`src/rtl/gcd_pkg.sv`:
```
// Shared types and constants for the GCD engine and its job sequencer.
package gcd_pkg;

    localparam int GCD_WIDTH = 32;

    typedef enum logic [2:0] {
        IDLE,
        ISSUE,
        ARM,
        BUSY,
        RESP
    } seq_state_t;

endpackage

```
`src/rtl/gcd_timeout_ctr.sv`:
```
// Loadable down-counter bounding how long one engine job may run.
module gcd_timeout_ctr #(
    parameter int TIMEOUT = 1024
) (
    input  logic clk,
    input  logic rst,
    input  logic start,
    input  logic clear,
    output logic expired
);

    localparam int CW = $clog2(TIMEOUT);

    logic [CW-1:0] count;
    logic          running;

    // Loaded with TIMEOUT-1 so that it reads zero on the last allowed cycle.
    always_ff @(posedge clk) begin
        if (rst || clear) begin
            running <= 1'b0;
            count   <= '0;
        end else if (start) begin
            running <= 1'b1;
            count   <= CW'(TIMEOUT - 1);
        end else if (running && count != '0) begin
            count <= count - 1'b1;
        end
    end

    assign expired = running && (count == '0);

endmodule

```
`src/rtl/gcd_job_sequencer.sv`:
```
// Valid/ready front end for the go/done GCD engine: one job in flight,
// zero-operand bypass, stale-done guard and timeout abort.
module gcd_job_sequencer
    import gcd_pkg::*;
#(
    parameter int WIDTH   = GCD_WIDTH,
    parameter int TIMEOUT = 1024,
    parameter int CNT_W   = 16
) (
    input  logic             clk,
    input  logic             rst,
    input  logic             req_valid,
    output logic             req_ready,
    input  logic [WIDTH-1:0] req_a,
    input  logic [WIDTH-1:0] req_b,
    output logic             eng_go,
    output logic [WIDTH-1:0] eng_in1,
    output logic [WIDTH-1:0] eng_in2,
    input  logic             eng_done,
    input  logic [WIDTH-1:0] eng_out,
    output logic             res_valid,
    input  logic             res_ready,
    output logic [WIDTH-1:0] res_data,
    output logic             res_timeout,
    output logic             res_bypass,
    output logic [CNT_W-1:0] jobs_done
);

    seq_state_t state;
    seq_state_t state_nx;

    logic load_eng;
    logic load_bypass;
    logic capture;
    logic abort;
    logic res_take;
    logic expired;

    gcd_timeout_ctr #(
        .TIMEOUT(TIMEOUT)
    ) u_timeout (
        .clk    (clk),
        .rst    (rst),
        .start  (load_eng),
        .clear  (state == RESP),
        .expired(expired)
    );

    always_ff @(posedge clk) begin
        if (rst) begin
            state <= IDLE;
        end else begin
            state <= state_nx;
        end
    end

    always_comb begin
        state_nx    = state;
        load_eng    = 1'b0;
        load_bypass = 1'b0;
        capture     = 1'b0;
        abort       = 1'b0;
        res_take    = 1'b0;
        unique case (state)
            IDLE: begin
                if (req_valid) begin
                    if (req_a == '0 || req_b == '0) begin
                        load_bypass = 1'b1;
                        state_nx    = RESP;
                    end else begin
                        load_eng = 1'b1;
                        state_nx = ISSUE;
                    end
                end
            end
            ISSUE: state_nx = ARM;
            // A done left high by the previous job must drop before we listen.
            ARM: begin
                if (expired) begin
                    abort    = 1'b1;
                    state_nx = RESP;
                end else if (!eng_done) begin
                    state_nx = BUSY;
                end
            end
            BUSY: begin
                if (eng_done) begin
                    capture  = 1'b1;
                    state_nx = RESP;
                end else if (expired) begin
                    abort    = 1'b1;
                    state_nx = RESP;
                end
            end
            RESP: begin
                if (res_ready) begin
                    res_take = 1'b1;
                    state_nx = IDLE;
                end
            end
            default: state_nx = IDLE;
        endcase
    end

    always_ff @(posedge clk) begin
        if (rst) begin
            eng_in1     <= '0;
            eng_in2     <= '0;
            res_data    <= '0;
            res_timeout <= 1'b0;
            res_bypass  <= 1'b0;
            jobs_done   <= '0;
        end else begin
            if (load_eng) begin
                eng_in1 <= req_a;
                eng_in2 <= req_b;
            end
            if (load_bypass) begin
                res_data   <= req_a | req_b;
                res_bypass <= 1'b1;
            end
            if (capture) begin
                res_data <= eng_out;
            end
            if (abort) begin
                res_data    <= '0;
                res_timeout <= 1'b1;
            end
            if (res_take) begin
                res_timeout <= 1'b0;
                res_bypass  <= 1'b0;
                jobs_done   <= jobs_done + 1'b1;
            end
        end
    end

    assign req_ready = (state == IDLE);
    assign eng_go    = (state == ISSUE);
    assign res_valid = (state == RESP);

endmodule
```
`config.mk`:
```
export PLATFORM = sky130hd
export DESIGN_NAME = gcd_job_sequencer
export DESIGN_NICKNAME = d
export VERILOG_FILES = /design/src/rtl/gcd_pkg.sv /design/src/rtl/gcd_timeout_ctr.sv /design/src/rtl/gcd_job_sequencer.sv
export SDC_FILE = /design/constraint.sdc
export NUM_CORES = 1
export LEC_CHECK = 0
export ABC_AREA = 1
export CORE_MARGIN = 2
export CORE_UTILIZATION = 35
export DETAILED_ROUTE_END_ITERATION = 8
export PLACE_DENSITY = 0.66
export SYNTH_ARGS = -nofsm -noshare
export SYNTH_HDL_FRONTEND = slang
export SYNTH_HIERARCHICAL = 1
export SYNTH_SLANG_ARGS = --single-unit
```
`constraint.sdc`:
```
create_clock -name clk -period 1.9 [get_ports clk]
set_input_delay 0.285 -clock clk [delete_from_list [all_inputs] [get_ports clk]]
set_output_delay 0.285 -clock clk [all_outputs]
set_load 0.02 [all_outputs]
```
---- Word level (Yosys, flattened, before mapping) ----
Cells that the tools add are included.
cells by class
  add/subtract/negate cells ............... 2
  multipliers ............................. 0
  div/mod/pow operators ................... 0
  order comparisons ....................... 0
  eq/ne operators ......................... 8
  shifts and indexed selects .............. 0
  mux-type cells .......................... 25
  bitwise operators ....................... 1
  reduce and logical (&&, ||, !) cells .... 14
operator list
  cell                                                  number
  zero test 32 bit                                      2
  two-way mux 32 bit                                    2
  bitwise OR 32 bit                                     1
  two-way mux 3 bit                                     7
  two-way mux 10 bit                                    2
  adder 16 x 1 -> 16 bit (second input constant)        1
  one-hot mux 3 bit (5 select lines)                    1
  two-way mux 1 bit                                     12
  zero test 10 bit                                      1
  nonzero test 10 bit                                   1
  subtractor 10 x 1 -> 10 bit (second input constant)   1
  equality test 3 x 2 -> 1 bit (second input constant)  2
  != test 3 bit (second input constant)                 2
  != test 2 bit (second input constant)                 2
  AND reduction 4 bit                                   1
  nonzero test 2 bit                                    2
  OR reduction 2 bit                                    2
  equality test 3 x 1 -> 1 bit (second input constant)  1
  equality test 3 bit (second input constant)           1
  zero test 3 bit                                       1
  logical AND 1 bit                                     2
  logical OR 1 bit                                      2
  one-hot mux 1 bit (2 select lines)                    1
storage, ports and cells
  register bits ........................... 128
  latch bits .............................. 0
  RAM bits ................................ 0
  bits in read-only memories .............. 0
  word-level logic and storage cells ...... 59
  memories kept ........................... 0

---- Logic depth before layout (Yosys ltp) ----
  depth in word-level cells ............... 7
  mapped depth ............................ 15
  gate-level depth less buffers ........... 12

---- Cells and area by module ----
Netlist, hierarchy kept.
by module, submodules not included
  module             instances  cells an instance  area an instance (um2)  seq. area each (um2)
  gcd_job_sequencer  1          935                5848.1                  2342.2
  gcd_timeout_ctr    1          110                676.9                   220.2

---- Worst setup path after synthesis ----
Ideal clock, no wire load.
  kind .................................... reg-to-reg
  start ................................... register state[0]
  end ..................................... register u_timeout.count[1]
  arrival ................................. 1.786 ns
  data required time ...................... 1.828 ns
  setup slack ............................. 0.041 ns
  cell stages (with the launch flop) ...... 11
  path through ............................ dfxtp_1 > nor3_4 > nand3_1 > nor2_2 > buf_4 > buf_4 > inv_2 > buf_2 > nand2_1 > nand2_1 > a21oi_1
on the way
  word-level cells in the longest chain between the ends .. 3
ends and longest elaborated chain
  element                                                   RTL line                 RTL
  from (decl)                                               gcd_job_sequencer.sv:29  seq_state_t state;
  from (signal assigned)                                    gcd_job_sequencer.sv:53  state <= state_nx;
  zero test 3 bit *                                         -
  via req_ready                                             gcd_job_sequencer.sv:13  output logic req_ready,
  two-way mux 1 bit *                                       gcd_job_sequencer.sv:64  unique case (state)
  via load_eng                                              gcd_job_sequencer.sv:32  logic load_eng;
  two-way mux 10 bit or nonzero test 2 bit (tied branches)  -
  to (signal assigned)                                      gcd_timeout_ctr.sv:24    count <= CW'(TIMEOUT - 1);
  to (signal assigned)                                      gcd_timeout_ctr.sv:26    count <= count - 1'b1;
  to (decl)                                                 gcd_timeout_ctr.sv:14    logic [CW-1:0] count;
Mark *: on every way through the listed nets, which the timed path passes. The rest lies on a longest branch.
A chain may end at the register's enable or synchronous reset.

---- Worst setup path in the final report ----
  start ................................... register jobs_done[8]
  end ..................................... output jobs_done[8]
RTL lines
  element                 RTL line                  RTL
  from (decl)             gcd_job_sequencer.sv:26   output logic [CNT_W-1:0] jobs_done
  from (signal assigned)  gcd_job_sequencer.sv:132  jobs_done <= jobs_done + 1'b1;
No word-level cell between the ends.

==> impl_metrics.toml <==
[status]
outcome = "complete, no violations"

[synthesis]
synthCells = 1045
synth_top_family_by_area = "simple AND/OR/NAND/NOR gates"
synth_xor_area_frac = 0.00537
synth-adder-area-share = 0.00384
avgSynthCellArea_um2 = 6.24
synth_cell_types = 34
synthesis.nets = 1148
synth_seq_area_share = 0.393
ys_ff_latch = 128
synth_warnings = 6
synth_compound_area_frac = 0.0809
synth_mux_area_frac = 0
syn-cell-area_um2 = 6530
synth_simple_gate_area_frac = 0.395

[grt]
grt_pass1_vias = 6445
grtUsageTotal = 0.220
antenna_found_initial = 0
grt_start_max_net_pins = 66
grt_pass1_wl_um = 34000
overflow = 0

[worst_setup_path]
critPathRequiredTime_ns = 1.62
rr_endpoint = "state[0]$_SDFFE_PP0P_"
regToRegStartpoint = "u_timeout/count[0]$_SDFFE_PP0P_"
crit_type = "register to primary output"
r2r_cells = 11
critPathLaunchType = "register"
endpoint_kind = "primary output"
crit_family = "buffers and inverters"
critical_path.cell_chain = "clkdlybuf4s50_1"
cp.depth = 1
critPathArrivalTime_ns = 1.54
cpPeakStageDelay_ns = 0.66
cp_max_fo = 7
crit_buf_inv = 1
cp_slowest_cell = "clkdlybuf4s50_1"
ff2ff_setup_slack_ns = 0.13

[power]
intPower_mw = 7.69
peakVddDrop_v = 0.000918
p_switching_mw = 4.50
clockPowerShare = 0.263
power_density_nw_per_um2 = 1200
p_seq_frac = 0.307
switching_share = 0.369
leakagePower_nw = 4.65
combPwrFrac = 0.430

[finish]
drive_above_1_share = 0.113
syn2layout_area_growth_pct = 55.4
antennaDiodeCount = 0
finalInstanceArea_um2 = 10100
n_fill_cell = 1789
fin_cells = 1558
final_nets = 1422
layout_commonest_cell = "nand2_1"
final_cell_mix = "nand2_1, clkdlybuf4s50_1, nor2_1, inv_1, dfxtp_1"

[floorplan]
dieArea_um2 = 19800
placeableCoreArea_um2 = 18100
start_util = 0.360
die_x_um = 141
rows = 49
die_height_um = 141
ios = 218

[routing]
route.detailed.drc = 0
wire_per_inst_um = 14.2
ant_nets = 0
via_per_inst = 4.59
drt_iter0_drc = 543
dr.pass1.iters = 5
vias = 7150
postRouteWirelength_um = 22100

[worst_hold_path]
hold_depth = 2
min_from = "res_timeout$_SDFFE_PP0P_"
hold_path_class = "register to register"
hold_end = "res_timeout$_SDFFE_PP0P_"

[clock_network]
clk_pin_slew_ns = 0.05
cts.sinks = 128
tritoncts = "built"
post_cts_buffers = 0
h-tree-depth = 4
cts-root-buf = "clkbuf_16"
insertion_delay_ns = 0.43
cts_buffer_depth = 2
numCtsBuffers = 17
cts_hold_buf = 0

[sta]
finalHoldViolCount = 0
fin_skew_ns = 0.0119
period_needed_ns = 1.82
setup_viol = 0
rsz0062_at_grt = "false"
drv_slew = 0
fmax_mhz = 549
min_period_over_period = 0.959
slew-limit-headroom = 0.684
worst_pin_slew_ns = 0.470

[place]
place_inst = 1528
routabilityCongestion = 0.883
hpwlAfterDp_um = 16600
port_buffers = 217
placed_area_um2 = 9510

[run]
max_cap_viol_count = 0
area by class of cell:
cell class / count / area (um2) / share of cell area
sequential: 128 / 2570 / 0.253
inverter: 137 / 514 / 0.0507
clock buffer: 23 / 488 / 0.0481
timing repair buffer: 306 / 2990 / 0.295
tap: 229 / 287 / 0.0283
clock inverter: 6 / 82.6 / 0.00814
multi-input combinational: 729 / 3210 / 0.317
synthesized netlist by cell type:
| library cell | number | area, um2 |
|---|---|---|
| a31oi_1 | 2 | 12.5 |
| nand4_1 | 9 | 56.3 |
| nor3_2 | 1 | 10.0 |
| o21ai_1 | 2 | 10.0 |
| a211oi_1 | 1 | 7.51 |
| nor2_2 | 4 | 25.0 |
| a21oi_1 | 56 | 280 |
| dfxtp_1 | 128 | 2560 |
| nor3_1 | 8 | 40.0 |
| buf_6 | 2 | 22.5 |
| nand3_1 | 96 | 480 |
| nor3b_1 | 1 | 7.51 |
| nand2_4 | 2 | 22.5 |
| nor2_1 | 213 | 800 |
| nor4_1 | 1 | 6.26 |
| clkinv_1 | 1 | 3.75 |
| o21ai_0 | 39 | 195 |
| nand3_2 | 1 | 10.0 |
| nand2_1 | 275 | 1030 |
| xor2_1 | 4 | 35.0 |
| or2_1 | 1 | 6.26 |
| o21bai_1 | 1 | 7.51 |
| inv_2 | 6 | 22.5 |
| inv_1 | 130 | 488 |
| nor2_4 | 1 | 11.3 |
| and2_1 | 1 | 6.26 |
| ha_1 | 2 | 25.0 |
| nor3_4 | 2 | 32.5 |
| buf_4 | 14 | 105 |
| clkbuf_1 | 8 | 30.0 |
| a2111oi_2 | 1 | 15.0 |
| buf_1 | 8 | 30.0 |
| nand2_2 | 5 | 31.3 |
| buf_2 | 19 | 95.1 |
power by group through the flow:
stage          Sequential (mW)  Clock, mW  Combinational, mW
4_1_cts                   3.74       3.26               5.20
6_report                  3.75       3.20               5.24
3_5_place_dp              3.78          0               5.18
2_1_floorplan             4.29          0               2.44
5_1_grt                   3.82       3.39               5.75
3_3_place_gp              3.77          0               5.14
routing by layer:
layer / vias to the layer above / share of wire / global-route usage
li1: 3778 / - / -
met1: 3131 / 0.47 / 0.311
met2: 215 / 0.46 / 0.340
met3: 26 / 0.059 / 0.0455
met4: 0 / 0.015 / 0.0637
met5: - / 0 / 0
worst max-delay path by stage:
stage | startpoint | endpoint
after floorplan | state[0]$_SDFFE_PP0P_ | u_timeout/count[1]$_SDFFE_PP0P_
after global placement | req_b[29] | u_timeout/count[0]$_SDFFE_PP0P_
after detailed placement | req_b[29] | u_timeout/count[0]$_SDFFE_PP0P_
after CTS | u_timeout/count[0]$_SDFFE_PP0P_ | res_data[25]$_SDFFE_PP0P_
after global routing | u_timeout/count[0]$_SDFFE_PP0P_ | state[0]$_SDFFE_PP0P_
final | jobs_done[8]$_SDFFE_PP0P_ | jobs_done[8]
registers in the layout, summed over array words and instances (netlist names):
name               count
eng_in1               32
eng_in2               32
jobs_done             16
res_bypass             1
res_data              32
res_timeout            1
state                  3
u_timeout/count       10
u_timeout/running      1
kinds of logic after synthesis:
group | count (synthesis)
AO/OA/AOI/OAI | 102
XOR/XNOR | 4
adder cells (fa/ha/maj) | 2
buffers and inverters | 188
flip-flops | 128
AND/OR/NAND/NOR | 621
through the flow:
stage / worst slack, ns / TNS [ns] / hold WS (ns) / power (mW) / utilization
6_report: 0.0788 / 0 / 0.472 / 12.2 / 0.559
5_1_grt: 0.00859 / 0 / 0.489 / 13.0 / 0.559
4_1_cts: 0.0245 / 0 / 0.470 / 12.2 / 0.556
3_5_place_dp: -0.277 / -22.93 / 0.454 / 8.97 / 0.524
3_3_place_gp: -0.215 / -18.16 / 0.442 / 8.90 / 0.524
2_1_floorplan: 0.0413 / 0 / 0.363 / 6.73 / -
repair_timing:
action                                  4_1_cts  5_1_grt
hold endpoints to repair                      0        0
gates resized for setup                       5       10
cloned                                        0        1
endpoints found under the setup margin        3       35
worst reg2reg max path, cell delays in order (launching register included):
cell and delay [ns]:
dfxtp_1 0.34, inv_2 0.05, ha_2 0.18, nand2_2 0.09, nor2_2 0.04, nand2_2 0.10
nor2_4 0.05, buf_4 0.13, nor3_1 0.31, nor3_2 0.11, a21oi_1 0.18, nor2_1 0.06
No activity file was read; power rests on OpenSTA's default activity.
==> variant (config.mk and constraints unchanged) <==
Register the output `res_timeout` once more, cleared by the reset; this adds one clock of latency there. The other outputs are not delayed to match.
--- a/src/rtl/gcd_job_sequencer.sv
+++ b/src/rtl/gcd_job_sequencer.sv
@@ -26,4 +26,6 @@
     output logic [CNT_W-1:0] jobs_done
 );
+
+    logic res_timeout_s0;
 
     seq_state_t state;
@@ -108,5 +110,5 @@
             eng_in2     <= '0;
             res_data    <= '0;
-            res_timeout <= 1'b0;
+            res_timeout_s0 <= 1'b0;
             res_bypass  <= 1'b0;
             jobs_done   <= '0;
@@ -125,8 +127,8 @@
             if (abort) begin
                 res_data    <= '0;
-                res_timeout <= 1'b1;
+                res_timeout_s0 <= 1'b1;
             end
             if (res_take) begin
-                res_timeout <= 1'b0;
+                res_timeout_s0 <= 1'b0;
                 res_bypass  <= 1'b0;
                 jobs_done   <= jobs_done + 1'b1;
@@ -139,3 +141,11 @@
     assign res_valid = (state == RESP);
 
+    always_ff @(posedge clk) begin
+        if (rst) begin
+            res_timeout <= '0;
+        end else begin
+            res_timeout <= res_timeout_s0;
+        end
+    end
+
 endmodule
Function: same outputs for any inputs over 10 cycles, from zero or initial values and one cycle with rst high; that may be too few to reach the edited logic, so the function may still have changed.
==> variant against the unedited design <==
Design area decreased by 0.25%. Area after synthesis increased by 0.44%. Sequential cell count grew 1. Largest power group is now clock. Critical endpoint is now res_valid. First-iteration DRC count decreased by 31%. Register-to-register slack is essentially flat. Total power is 24% lower. Worst setup slack improved by 6.0 ps. Wire length fell by 2.5%.
==> variant: results (changes against the unedited design) <==
Initial DRC Count: 373 (-31%)
global placement routability congestion: 0.850 (-3.8%)
capturing point of the worst reg2reg path: state[1]
fraction of layout cells with a size suffix above 1: 10.9% (-0.35 points)
Min Hold Slack: 348 ps (-124 ps)
first-pass GRT wire length: 33,200 um (-2.4%)
GRT Overall Usage: 21.0% (-0.97 points)
routed wire length per instance: 13.8 um (-2.7%)
outcome: complete, no violations
relative slew slack: 66.3% (-2.1 points)
Synth Area in XOR/XNOR: 0.535% (-0.0024 points)
met2 WL: 10,000 um (-1.1%)
met3 wire len: 1400 um (+7.8%)
internal power component: 6.36 mW (-17%)
met3 Use GR: 5.23% (+0.68 points)
Hold Crit Depth: 4 (+2)
R2R Path Start: u_timeout/count[1]
critical path's slowest cell: dfxtp_1
vias in the first global route: 6,710 (+4.1%)
Final Net Count: 1,416 (-0.42%)
M2 GR Usage: 34.6% (+0.63 points)
DRT Wirelength: 21,600 um (-2.5%)
largest net degree at the start of global routing: 86 (+30%)
Met1 Wirelength: 9630 um (-7.1%)
Synth Area in Adders: 0.382% (-0.0017 points)
routed vias/inst: 4.63 (+0.87%)
top cells by area, synth: dfxtp_1 39%, nand2_1 16%, nor2_1 12%, inv_1 7.4%, nand3_1 7.3%
slowest stage delay, CP: 420 ps (-240 ps)
Hold/Removal Path Class: in -> reg
Mapped Nets: 1,155 (+0.61%)
worst reg2reg path depth: 12 (+1)
dpl ws: -373 ps (-96.0 ps)
sequential group share of total power: 34.7% (+4.0 points)
Leakage: 4.62 nW (-0.66%)
Max IR drop VDD: 0.710 mV (-23%)
clock share of power: 36.2% (+9.9 points)
placed cell area: 0.00940 mm2 (-1.2%)
Crit Path Max Fanout: 5 (-2)
Layout fillers: 1,849 (+3.4%)
initial antenna violation count: 1 (+1)
-- variant: cell types whose count changed after synthesis, moves of 2 or more --
cell	delta
buf_2	+2
nand2_1	+5
nor3_1	-2
o21ai_0	+3
-- variant: area by class of cell --
class	instances	area share, %
Antenna cell	1	0.0247
Inverter	136	5.07
Tap cell	234	2.89
Multi-Input combinational cell	735	32.0
Timing Repair Buffer	294	28.5
Sequential cell	129	25.5
Clock buffer	23	4.63
Clock inverter	9	1.30
-- variant: through the flow --
step                      setup TNS (ps)  utilization (%)
final                                  0             54.6
after global routing               -18.5             54.6
after CTS                              0             54.0
after detailed placement          -31510             50.7
after global placement            -29450             50.7
after floorplan                        0                -
-- variant: how the worst min path moves through the flow --
stage / startpoint / endpoint
finish: eng_done / state[1]
global route: eng_done / state[1]
CTS: eng_done / state[1]
detailed placement: res_timeout_s0 / res_timeout
global placement: res_timeout_s0 / res_timeout
floorplan: res_timeout_s0 / res_timeout
